### config.mk
export PLATFORM = sky130hd
export DESIGN_NAME = rom_burst_arbiter_flat
export DESIGN_NICKNAME = d
export VERILOG_FILES = /design/src/rtl/rom_burst_arbiter_if.sv /design/src/rtl/rom_burst_arbiter.sv /design/src/flat_wrapper.sv
export SDC_FILE = /design/constraint.sdc
export NUM_CORES = 1
export LEC_CHECK = 0
export BUFFER_PORTS_ARGS = -buffer_cell sky130_fd_sc_hd__buf_4
export CORE_UTILIZATION = 30
export CTS_CLUSTER_SIZE = 12
export DETAILED_ROUTE_END_ITERATION = 6
export PLACE_DENSITY_LB_ADDON = 0.08
export SLEW_MARGIN = 30
export SYNTH_ARGS = -nofsm -noshare
export SYNTH_HDL_FRONTEND = slang
export SYNTH_SLANG_ARGS = --single-unit
### constraint.sdc
create_clock -name clk -period 2.4 [get_ports clk]
set_clock_uncertainty 0.1 [all_clocks]
set_input_delay 0.12 -clock clk [delete_from_list [all_inputs] [get_ports clk]]
set_output_delay 0.12 -clock clk [all_outputs]
set_load 0.03 [all_outputs]
### src/rtl/rom_burst_arbiter_if.sv
// Requester-side bundle of the ROM burst arbiter: two burst request channels
// plus the shared read-data return path.
interface rom_burst_arbiter_if #(
  parameter int AW    = 16,
  parameter int DW    = 8,
  parameter int LEN_W = 8
);
  logic             req0;
  logic             req1;
  logic [AW-1:0]    addr0;
  logic [AW-1:0]    addr1;
  logic [LEN_W-1:0] len0;
  logic [LEN_W-1:0] len1;
  logic             ack0;
  logic             ack1;
  logic             err0;
  logic             err1;
  logic             rvalid0;
  logic             rvalid1;
  logic             done0;
  logic             done1;
  logic [DW-1:0]    rdata;

  modport slave (
    input  req0, req1, addr0, addr1, len0, len1,
    output ack0, ack1, err0, err1, rvalid0, rvalid1, done0, done1, rdata
  );

  modport master (
    output req0, req1, addr0, addr1, len0, len1,
    input  ack0, ack1, err0, err1, rvalid0, rvalid1, done0, done1, rdata
  );
endinterface

### src/rtl/rom_burst_arbiter.sv
// Round-robin burst arbiter sharing one registered-read block ROM between two
// requesters; sequences ROM addresses and steers the returned words to the owner.
module rom_burst_arbiter #(
  parameter int AW        = 16,
  parameter int DW        = 8,
  parameter int ROM_DEPTH = 61440,
  parameter int ROM_LAT   = 1,
  parameter int LEN_W     = 8
) (
  input  logic                  clk,
  input  logic                  rst_n,
  rom_burst_arbiter_if.slave    bus,
  output logic [AW-1:0]         rom_addra,
  input  logic [DW-1:0]         rom_douta,
  output logic                  busy
);

  localparam int DCW = $clog2(ROM_LAT + 1);
  localparam logic [AW:0]   DEPTH_X   = (AW+1)'(ROM_DEPTH);
  localparam logic [AW-1:0] LAST_ADDR = AW'(ROM_DEPTH - 1);

  typedef enum logic [1:0] {S_IDLE, S_ISSUE, S_DRAIN} state_t;

  state_t           state_q, state_d;
  logic             owner_q, owner_d;
  logic             rr_q, rr_d;
  logic [AW-1:0]    addr_q, addr_d;
  logic [LEN_W-1:0] len_q, len_d;
  logic [LEN_W:0]   cnt_q, cnt_d;
  logic [DCW-1:0]   dcnt_q, dcnt_d;
  logic             ack_q, ack_d;
  logic             err_q, err_d;
  logic [ROM_LAT:0] pv_q, pv_d;
  logic [ROM_LAT:0] pl_q, pl_d;
  logic [ROM_LAT:0] po_q, po_d;
  logic [DW-1:0]    rdata_q, rdata_d;

  logic             grant_sel;
  logic [AW-1:0]    start_addr;
  logic [LEN_W-1:0] start_len;
  logic             start_bad;
  logic             issuing;
  logic             last_word;

  always_ff @(posedge clk or negedge rst_n) begin
    if (!rst_n) begin
      state_q <= S_IDLE;
      owner_q <= 1'b0;
      rr_q    <= 1'b0;
      addr_q  <= '0;
      len_q   <= '0;
      cnt_q   <= '0;
      dcnt_q  <= '0;
      ack_q   <= 1'b0;
      err_q   <= 1'b0;
      pv_q    <= '0;
      pl_q    <= '0;
      po_q    <= '0;
      rdata_q <= '0;
    end else begin
      state_q <= state_d;
      owner_q <= owner_d;
      rr_q    <= rr_d;
      addr_q  <= addr_d;
      len_q   <= len_d;
      cnt_q   <= cnt_d;
      dcnt_q  <= dcnt_d;
      ack_q   <= ack_d;
      err_q   <= err_d;
      pv_q    <= pv_d;
      pl_q    <= pl_d;
      po_q    <= po_d;
      rdata_q <= rdata_d;
    end
  end

  // rr_q names the requester that wins when both ask in the same cycle.
  always_comb begin
    grant_sel  = (bus.req0 & bus.req1) ? rr_q : bus.req1;
    start_addr = grant_sel ? bus.addr1 : bus.addr0;
    start_len  = grant_sel ? bus.len1 : bus.len0;
    start_bad  = ({1'b0, start_addr} >= DEPTH_X);
    issuing    = (state_q == S_ISSUE);
    last_word  = issuing && (cnt_q == {1'b0, len_q});
  end

  always_comb begin
    state_d = state_q;
    owner_d = owner_q;
    rr_d    = rr_q;
    addr_d  = addr_q;
    len_d   = len_q;
    cnt_d   = cnt_q;
    dcnt_d  = dcnt_q;
    ack_d   = 1'b0;
    err_d   = 1'b0;

    case (state_q)
      S_IDLE: begin
        if (bus.req0 | bus.req1) begin
          state_d = S_ISSUE;
          owner_d = grant_sel;
          rr_d    = ~grant_sel;
          addr_d  = start_bad ? '0 : start_addr;
          len_d   = start_len;
          cnt_d   = '0;
          ack_d   = 1'b1;
          err_d   = start_bad;
        end
      end
      S_ISSUE: begin
        addr_d = (addr_q == LAST_ADDR) ? '0 : addr_q + 1'b1;
        if (last_word) begin
          state_d = S_DRAIN;
          dcnt_d  = '0;
        end else begin
          cnt_d = cnt_q + 1'b1;
        end
      end
      S_DRAIN: begin
        // Stay until the last issued word has left the valid pipeline.
        if (dcnt_q == DCW'(ROM_LAT)) begin
          state_d = S_IDLE;
        end else begin
          dcnt_d = dcnt_q + 1'b1;
        end
      end
      default: state_d = S_IDLE;
    endcase

    // Valid/last/owner travel with each issued address so steering never
    // depends on owner_q, which may be overwritten by the next grant.
    pv_d    = {pv_q[ROM_LAT-1:0], issuing};
    pl_d    = {pl_q[ROM_LAT-1:0], last_word};
    po_d    = {po_q[ROM_LAT-1:0], owner_q};
    rdata_d = pv_q[ROM_LAT-1] ? rom_douta : rdata_q;
  end

  always_comb begin
    busy        = (state_q != S_IDLE);
    rom_addra   = issuing ? addr_q : '0;
    bus.ack0    = ack_q & ~owner_q;
    bus.ack1    = ack_q & owner_q;
    bus.err0    = err_q & ~owner_q;
    bus.err1    = err_q & owner_q;
    bus.rvalid0 = pv_q[ROM_LAT] & ~po_q[ROM_LAT];
    bus.rvalid1 = pv_q[ROM_LAT] & po_q[ROM_LAT];
    bus.done0   = pv_q[ROM_LAT] & pl_q[ROM_LAT] & ~po_q[ROM_LAT];
    bus.done1   = pv_q[ROM_LAT] & pl_q[ROM_LAT] & po_q[ROM_LAT];
    bus.rdata   = rdata_q;
  end

endmodule

### src/flat_wrapper.sv
// flat-port wrapper written by rule: the top's interface ports become plain ports
module rom_burst_arbiter_flat 
#(
  parameter int AW        = 16,
  parameter int DW        = 8,
  parameter int ROM_DEPTH = 61440,
  parameter int ROM_LAT   = 1,
  parameter int LEN_W     = 8
)
  (clk, rst_n, rom_addra, rom_douta, busy, bus_req0, bus_req1, bus_addr0, bus_addr1, bus_len0, bus_len1, bus_ack0, bus_ack1, bus_err0, bus_err1, bus_rvalid0, bus_rvalid1, bus_done0, bus_done1, bus_rdata);
  rom_burst_arbiter_if #(.AW(AW), .DW(DW), .LEN_W(LEN_W)) bus_i ();
  input  logic clk;
  input  logic rst_n;
  output logic [AW-1:0] rom_addra;
  input  logic [DW-1:0] rom_douta;
  output logic busy;
  input wire logic [$bits(bus_i.req0)-1:0] bus_req0;
  input wire logic [$bits(bus_i.req1)-1:0] bus_req1;
  input wire logic [$bits(bus_i.addr0)-1:0] bus_addr0;
  input wire logic [$bits(bus_i.addr1)-1:0] bus_addr1;
  input wire logic [$bits(bus_i.len0)-1:0] bus_len0;
  input wire logic [$bits(bus_i.len1)-1:0] bus_len1;
  output wire logic [$bits(bus_i.ack0)-1:0] bus_ack0;
  output wire logic [$bits(bus_i.ack1)-1:0] bus_ack1;
  output wire logic [$bits(bus_i.err0)-1:0] bus_err0;
  output wire logic [$bits(bus_i.err1)-1:0] bus_err1;
  output wire logic [$bits(bus_i.rvalid0)-1:0] bus_rvalid0;
  output wire logic [$bits(bus_i.rvalid1)-1:0] bus_rvalid1;
  output wire logic [$bits(bus_i.done0)-1:0] bus_done0;
  output wire logic [$bits(bus_i.done1)-1:0] bus_done1;
  output wire logic [$bits(bus_i.rdata)-1:0] bus_rdata;
  assign bus_i.req0 = bus_req0;
  assign bus_i.req1 = bus_req1;
  assign bus_i.addr0 = bus_addr0;
  assign bus_i.addr1 = bus_addr1;
  assign bus_i.len0 = bus_len0;
  assign bus_i.len1 = bus_len1;
  assign bus_ack0 = bus_i.ack0;
  assign bus_ack1 = bus_i.ack1;
  assign bus_err0 = bus_i.err0;
  assign bus_err1 = bus_i.err1;
  assign bus_rvalid0 = bus_i.rvalid0;
  assign bus_rvalid1 = bus_i.rvalid1;
  assign bus_done0 = bus_i.done0;
  assign bus_done1 = bus_i.done1;
  assign bus_rdata = bus_i.rdata;
  rom_burst_arbiter #(.AW(AW), .DW(DW), .ROM_DEPTH(ROM_DEPTH), .ROM_LAT(ROM_LAT), .LEN_W(LEN_W)) u_core (.clk(clk), .rst_n(rst_n), .bus(bus_i), .rom_addra(rom_addra), .rom_douta(rom_douta), .busy(busy));
endmodule
Yosys cells after proc, flatten, opt, wreduce, memory -nomap -nowiden
Index checks and enable logic that the tools add are counted.
Word-level totals
  register bits: 54
  latch bits: 0
  RAM bits: 0
  bits in read-only memories: 0
  input bits: 60
  output and inout bits: 33
  word-level logic and storage cells: 71
  memories kept: 0
Operators by class
  $add $sub $neg: 3
  multiply operators: 0
  divide/modulo/power cells: 0
  magnitude comparators: 1
  equality and inequality tests: 8
  shift-type cells: 0
  multiplexer cells: 22
  bitwise gates (word level): 14
  reduce and logical (&&, ||, !) cells: 10
Operators with widths (count)
  $mux W16: 5
  $pmux W16 S2: 1
  $mux W9: 2
  $pmux W9 S2: 1
  $add A16 B1 Y16 const B: 1
  $eq A16 B16 Y1 const B: 1
  $ge A16 B16 Y1 const B: 1
  $and A1 B1 Y1: 10
  $add A9 B1 Y9 const B: 1
  $eq A9 B8 Y1: 1
  $mux W8: 1
  $mux W1: 7
  $mux W2: 3
  $pmux W2 S3: 1
  $reduce_and A2 Y1: 3
  $reduce_and A3 Y1: 2
  $reduce_bool A2 Y1: 3
  $ne A2 B1 Y1 const B: 2
  $ne A2 B2 Y1 const B: 2
  $not A1 Y1: 3
  $eq A2 B1 Y1 const B: 1
  $eq A2 B2 Y1 const B: 1
  $logic_not A2 Y1: 1
  $pmux W1 S2: 1
  3 further kinds: 3

Logic depth before layout (Yosys ltp)
Gate-level depths: netlist of run 1.
  depth in word-level cells: 7
  depth in mapped cells: 8
  gate-level depth less buffers: 6

Least setup slack after synthesis of run 1
OpenSTA, ideal clock, no wires.
  path kind: flip-flop to flip-flop
  start: register u_core.state_q[0]
  end: register u_core.addr_q[8]
  setup time: 0.129 ns
  arrival time: 1.702 ns
  data required time: 2.171 ns
  slack: 0.469 ns
  stages on the path, launching flop included: 9
  buffers on the path: 2
  clock period less this slack: 1.931 ns
  cells stage by stage: dfrtp_1 > or2_1 > or2_1 > buf_6 > clkinv_4 > nor2_2 > buf_6 > a221oi_2 > o21ai_1
Between the ends
  cells in the longest elaborated chain, start to end: 3
  elaborated cells between the ends (all ways): 6
  those cells by class: eq/ne (2); mux (1); reduce/logical (3)
RTL lines
  start, declared: line rom_burst_arbiter.sv:24  | state_t state_q, state_d;
  start signal, assigned: line rom_burst_arbiter.sv:61  | state_q <= state_d;
  $eq A2 B1 Y1 or $logic_not A2 Y1 (tied branches): line rom_burst_arbiter.sv:98  | case (state_q)
  $reduce_bool A2 Y1 (no source line) or $ne A2 B1 Y1 (tied branches)
  $reduce_and A2 Y1 (no source line)
  end signal, assigned: line rom_burst_arbiter.sv:64  | addr_q <= addr_d;
  end, declared: line rom_burst_arbiter.sv:27  | logic [AW-1:0] addr_q, addr_d;
Parallel ways exist; a longest one is shown, timed or not.
A chain may end at the register's enable or synchronous reset.

Final worst setup path of run 1
  start: register u_core.rr_q
  end: register u_core.addr_q[4]
Between the ends
  cells in the longest elaborated chain, start to end: 6
RTL lines
  start, declared: line rom_burst_arbiter.sv:26  | logic rr_q, rr_d;
  start signal, assigned: line rom_burst_arbiter.sv:63  | rr_q <= rr_d;
  $mux W1 *: line rom_burst_arbiter.sv:79  | grant_sel = (bus.req0 & bus.req1) ? rr_q : bus.req1;
  $mux W16 *: line rom_burst_arbiter.sv:80  | start_addr = grant_sel ? bus.addr1 : bus.addr0;
  $ge A16 B16 Y1: line rom_burst_arbiter.sv:82  | start_bad = ({1'b0, start_addr} >= DEPTH_X);
  $mux W16 *: line rom_burst_arbiter.sv:104  | addr_d = start_bad ? '0 : start_addr;
  $mux W16 *: line rom_burst_arbiter.sv:100  | if (bus.req0 | bus.req1) begin
  $pmux W16 S2 *: line rom_burst_arbiter.sv:98
Every way passes the cells marked *; elsewhere a longest branch is shown, timed or not. The select of a mux whose other input is x is not followed.

==> results.toml, run 1 <==
[run_status]
status = "completed"

[synthesis]
postSynthAreaPerCell_sq_um = 9.96
yosysTopAreaCellShare_pct = 44.2
ys_top_cells_by_area = "dfrtp_1, mux2_2, mux2i_1"
syn_nets = 369
syn_inst = 307
yosysUniqueCellTypes = 54
yosys_warnings = 0
yosys.area.top_type = "dfrtp_1"
ys_seq_elements = 54
ys_seq_area_share_pct = 44.2
syn_area_sq_mm = 0.00306

[grt]
grt_pass1_vias = 2630
grt_pass1_wl_um = 13200
grt_max_degree = 55
grt_antenna_before_repair = 0
grt_overflow = 0
track_usage_pct = 16.2

[power]
swShare_pct = 46.6
pwr_density_cell_mw_per_mm2 = 1140
ir_drop_mv = 0.399
internal_power_mw = 2.62
pwr-share-clk_pct = 10.4
combPwrFrac_pct = 55.8
leakagePower_nw = 1.94
switching_power_mw = 2.29
seq_power_share_pct = 33.8
finalPower_mw = 4.91

[layout]
num_antenna_cells = 0
final_common_cell = "buf_4"
mostFrequentLayoutCells = "buf_4, dfrtp_1, dlygate4sd3_1"
multi_input_comb_area_sq_mm = 0.00154
final_net_count = 493
regArea_sq_mm = 0.00135
drive_gt1_share_pct = 31.3
fillers = 986
syn_to_final_growth_pct = 40.4

[die]
dieArea_sq_mm = 0.0106
core_sq_mm = 0.00982
die_h_um = 103
initial_core_util_pct = 31.1
die_w_um = 103
num_rows = 36
ios = 93

[setup_path]
startpoint_type = "register"
reg2reg_slack_ns = 0.25
rr_endpoint = "u_core.addr_q[4]$_DFFE_PN0P_"
path_max_fanout = 11
reg2reg_depth = 6
worst_ep_arrival_time_ns = 2.25
crit_required_ns = 2.50
worstSetupPathType = "reg2reg"
r2r-start = "u_core.rr_q$_DFFE_PN0P_"
cp-end-kind = "register"

[cts]
cts_tree = "built"
clk_latency_ns = 0.31
cts.clk_slew.worst_paths_ns = 0.10
clkSinkCount = 54
cts_root_buffer = "clkbuf_8"
cts_max_level = 2
clk_path_buf_depth = 2
cts_buffers = 5

[place]
dp_hpwl_um = 5640
portBuffers = 92
place_congestion = 0.776

[drt]
wire_per_inst_um = 14.2
routed_wl_um = 8030
vias = 2750
antenna_left = 0
drc = 0
viasPerCell = 4.88
drtIter0Drc = 126
firstDrtPassIters = 4

[worst_hold_path]
min_to = "u_core.addr_q[6]$_DFFE_PN0P_"
hold_class = "in2reg"
hold_depth = 3
min_from = "bus_addr1[6]"

[sta]
max_freq_mhz = 465
hold_viol = 0
rsz0062_at_grt = "no"
max_slew_margin_pct = 52.9
setup-violations-final = 0
drv_slew = 0
min_period_ns = 2.15
tns_ns = 0
whs_ns = 0.0215
worst_slew_pin_slew_ns = 0.707
period_share_pct = 89.6

[flow_run]
max-cap-violations = 0
## cell type report
class                      instances  share of cell area [%]
timing repair buffer             133                    25.1
multi-input combinational        220                    36.0
clock inverter                     2                   0.350
clock buffer                       5                    1.60
tap                              133                    3.88
inverter                          17                    1.60
sequential                        54                    31.5
## through the flow
| step | utilization [%] | area [sq um] | std cells | setup slack, ns |
|---|---|---|---|---|
| finish | 43.7 | 4290 | 564 | 0.249 |
| global route | 43.7 | 4290 | 564 | 0.0796 |
| CTS | 43.6 | 4290 | 564 | 0.140 |
| detailed placement | 39.6 | 3890 | 526 | 0.168 |
| global placement | 39.6 | 3890 | 526 | 0.252 |
| floorplan | - | 3060 | 307 | 0.469 |
## how the worst max path moves through the flow
stage | from | endpoint | slack, ns | cells past startpoint
2_1_floorplan | u_core.state_q[0]$_DFFE_PN0P_ | u_core.addr_q[8]$_DFFE_PN0P_ | 0.47 | 8
3_3_place_gp | u_core.state_q[1]$_DFFE_PN0P_ | u_core.addr_q[3]$_DFFE_PN0P_ | 0.25 | 6
3_5_place_dp | u_core.state_q[0]$_DFFE_PN0P_ | u_core.addr_q[3]$_DFFE_PN0P_ | 0.17 | 6
4_1_cts | u_core.state_q[0]$_DFFE_PN0P_ | u_core.addr_q[3]$_DFFE_PN0P_ | 0.14 | 6
5_1_grt | u_core.state_q[1]$_DFFE_PN0P_ | u_core.addr_q[13]$_DFFE_PN0P_ | 0.08 | 6
6_report | u_core.rr_q$_DFFE_PN0P_ | u_core.addr_q[4]$_DFFE_PN0P_ | 0.25 | 6
## synth_stat cells, drive strengths merged
master / n
nand3: 13
nand4: 8
dfrtp: 54
nor2b: 4
a21o: 2
nand3b: 1
mux2i: 11
a211oi: 4
nor3: 4
and3: 7
nand2: 18
a21oi: 10
o31ai: 4
buf: 11
o21ai: 15
mux2: 10
or4: 4
nor4b: 1
and2: 15
nor3b: 2
a2111oi: 1
or3: 3
clkinv: 1
clkbuf: 5
nor2: 21
o211ai: 11
ha: 2
o22ai: 5
inv: 16
xnor2: 8
a222oi: 8
and4: 1
a21boi: 4
nand2b: 4
nor4: 2
a221oi: 3
o221ai: 5
a41oi: 2
a31oi: 4
a22oi: 1
or2: 2
## critical path, stage by stage (launching register included)
cell           delay [ns]
dfrtp_1              0.39
nand2b_1             0.26
nand2_1              0.18
buf_4                0.26
mux2i_1              0.21
dlygate4sd3_1        0.57
o21ai_1              0.06
## what timing repair did
action / 4_1_cts / 5_1_grt
gates resized for setup: 0 / 1
setup buffers: 0 / 0
hold endpoints to repair: 73 / 0
endpoints found under the setup margin: 0 / 11
hold buffers: 31 / 0
## routing by layer
metal / up-vias / routed length, um / global-route usage (%) / part of all wire [%]
li1: 1393 / - / - / -
met1: 1277 / 3950 / 22.5 / 49
met2: 73 / 3700 / 26.4 / 46
met3: 7 / 311 / 2.71 / 3.9
met4: 0 / 76 / 3.90 / 0.95
met5: - / 0 / 0 / 0
## state kept, by name, indices dropped and copies added, names as in the netlist, 2 cells and up
register,flops
u_core.addr_q,16
u_core.cnt_q,9
u_core.bus.rdata,8
u_core.len_q,8
u_core.pl_q,2
u_core.po_q,2
u_core.pv_q,2
u_core.state_q,2
## cells by family after synthesis
group,after synthesis,share of synthesized area (%)
AND/OR/NAND/NOR,110,20.2
AO/OA/AOI/OAI,79,19.7
flip-flops,54,44.2
buffers and inverters,33,5.44
multiplexers,21,7.29
XOR/XNOR,8,2.29
adder cells (fa/ha/maj),2,0.819
## power by group through the flow
stage	clock (mW)	combinational (mW)	sequential, mW
finish	0.510	2.74	1.66
global route	0.573	3.03	1.73
CTS	0.540	2.76	1.66
detailed placement	0	2.71	1.68
global placement	0	2.69	1.67
floorplan	0	1.93	1.60
No activity file was read; power rests on OpenSTA's default activity.
==> run 2: changes to the inputs <==
--- a/config.mk
+++ b/config.mk
@@ -5,8 +5,10 @@
 export SDC_FILE = /design/constraint.sdc
 export NUM_CORES = 1
 export LEC_CHECK = 0
+export ABC_AREA = 1
 export BUFFER_PORTS_ARGS = -buffer_cell sky130_fd_sc_hd__buf_4
 export CORE_UTILIZATION = 30
+export CTS_CLUSTER_DIAMETER = 60
 export CTS_CLUSTER_SIZE = 12
 export DETAILED_ROUTE_END_ITERATION = 6
 export PLACE_DENSITY_LB_ADDON = 0.08
==> results.toml, run 2 <==
[run_status]
status = "completed"

[synthesis]
synth_common_cells = "nand2_1, inv_1, nand3_1"
synth_edf_count = 0
ys_seq_area_share_pct = 38.7
syn_inst = 510
synthArstFlopShare_pct = 100
syn_area_sq_mm = 0.00349
yosysUniqueCellTypes = 31
ys_seq_elements = 54
synth_most_common_cell = "nand2_1"
syn_nets = 572
yosysTopAreaCellShare_pct = 38.7
synth_ff_type = "dfrtp_1"
ys_top_cells_by_area = "dfrtp_1, nand2_1, nand3_1"
yosys_warnings = 0
postSynthAreaPerCell_sq_um = 6.85
yosys.area.top_type = "dfrtp_1"

[power]
finalPower_mw = 5.16
pwr_density_cell_mw_per_mm2 = 1120
leakagePower_nw = 2.51
ir_drop_mv = 0.623

[sta]
max_freq_mhz = 468
drv_slew = 0
period_share_pct = 89.1
setup-violations-final = 0
hold_viol = 0
tns_ns = 0
worst_slew_pin_slew_ns = 0.820
whs_ns = 0.00860
setup_slack_ns = 0.263
rsz0062_at_grt = "no"
min_period_ns = 2.14
max_slew_margin_pct = 45.2

[layout]
drive_gt1_share_pct = 22.1
final_net_count = 673
final_area_sq_mm = 0.00463
post-route-util_pct = 40.7
layoutNonFillerInstCount = 754
top_register = "u_core.addr_q"
fillers = 1232
reg_top3 = "u_core.addr_q (16), u_core.cnt_q (9)"
syn_to_final_growth_pct = 32.5
largest_reg_flops = 16
final_common_cell = "nand2_1"
mostFrequentLayoutCells = "nand2_1, buf_4, inv_1"
num_antenna_cells = 0

[setup_path]
cp-end-kind = "register"
startpoint_type = "register"
worstSetupPathType = "reg2reg"
worst_ep_arrival_time_ns = 2.22
crit_required_ns = 2.48
path_max_fanout = 22

[cts]
cts_buffers = 5
cts.clk_slew.worst_paths_ns = 0.07
cts_max_level = 2
cts_tree = "built"
clkSinkCount = 54
post_cts_buffers = 0
clk_latency_ns = 0.30
cts_resized = 0
clk_path_buf_depth = 2
hold_buffers = 19
cts_root_buffer = "clkbuf_16"

[place]
post-place-ws_ns = 0.371
dp.cells = 728
placed_area_sq_mm = 0.00427
dp_hpwl_um = 7430
place_congestion = 0.873
portBuffers = 92

[grt]
grt_pass1_vias = 3566
grt_pass1_wl_um = 16500
grt_antenna_before_repair = 0
track_usage_pct = 17.9
grt_overflow = 0
grt_max_degree = 55

[drt]
routed_wl_um = 10200
viasPerCell = 4.73
wire_per_inst_um = 13.6
firstDrtPassIters = 4
antenna_left = 0
vias = 3564
drc = 0
drtIter0Drc = 207

[die]
die_h_um = 110
initial_core_util_pct = 30.7
num_rows = 39
ios = 93
die_w_um = 110
dieArea_sq_mm = 0.0121
core_sq_mm = 0.0114

[worst_hold_path]
hold_class = "in2reg"

[flow_run]
max-cap-violations = 0
-- run 2: path summary, 6_finish.rpt --
| check | end | cells after the start | startpoint | slack [ns] |
|---|---|---|---|---|
| max reg2reg | u_core.len_q[5]$_DFFE_PN0P_ | 7 | u_core.rr_q$_DFFE_PN0P_ | 0.26 |
| min | u_core.len_q[2]$_DFFE_PN0P_ | 3 | bus_len1[2] | 0.009 |
| min reg2reg | u_core.po_q[1]$_DFF_PN0_ | 0 | u_core.po_q[0]$_DFF_PN0_ | 0.25 |
| max in group asynchronous | u_core.addr_q[9]$_DFFE_PN0P_ | 2 | rst_n | 1.39 |
| min in group asynchronous | u_core.len_q[5]$_DFFE_PN0P_ | 2 | rst_n | 0.33 |
| max | u_core.len_q[5]$_DFFE_PN0P_ | 7 | u_core.rr_q$_DFFE_PN0P_ | 0.26 |
-- run 2: logic make-up (layout without fill, tap and decap cells) --
| logic type | count (synthesis) | in the layout | share of synthesized area, % |
|---|---|---|---|
| AOI/OAI and AO/OA | 15 | 15 | 2.69 |
| xor gates and xnor gates | 9 | 9 | 2.26 |
| adders and majority gates | 2 | 2 | 0.716 |
| buffers and inverters | 87 | 188 | 10.5 |
| DFF | 54 | 54 | 38.7 |
| muxes | 8 | 8 | 2.58 |
| and+or+nand+nor | 335 | 335 | 42.6 |
-- run 2: metal layers --
metal	wire [um]	vias to the layer above	global-route usage [%]
met2	5260	72	33.3
met3	280	14	2.55
met4	199	0	6.57
met5	0	-	0
met1	4490	1673	20.5
li1	-	1805	-
-- run 2: cell type report --
cell class                      count  area [sq um]  area share [%]
Clock inverter                      2          38.8           0.838
Sequential cell                    54          1350            29.2
Timing Repair Buffer              115           911            19.7
Multi-Input combinational cell    369          1770            38.3
Clock buffer                        5           125            2.70
Inverter                           66           248            5.35
Tap cell                          143           179            3.87
-- run 2: critical path, cell delays in order (launching register included) --
cell	delay, ns
dfrtp_1	0.33
inv_1	0.05
nand2_2	0.29
nand2_2	0.24
buf_4	0.26
nand3_1	0.09
o221ai_1	0.09
dlygate4sd3_1	0.56
-- run 2: where the power goes --
group	internal, mW	switching, mW	total, mW
logic	0.998	1.70	2.70
registers	1.26	0.359	1.62
clock network	0.489	0.352	0.841
total	2.75	2.41	5.16
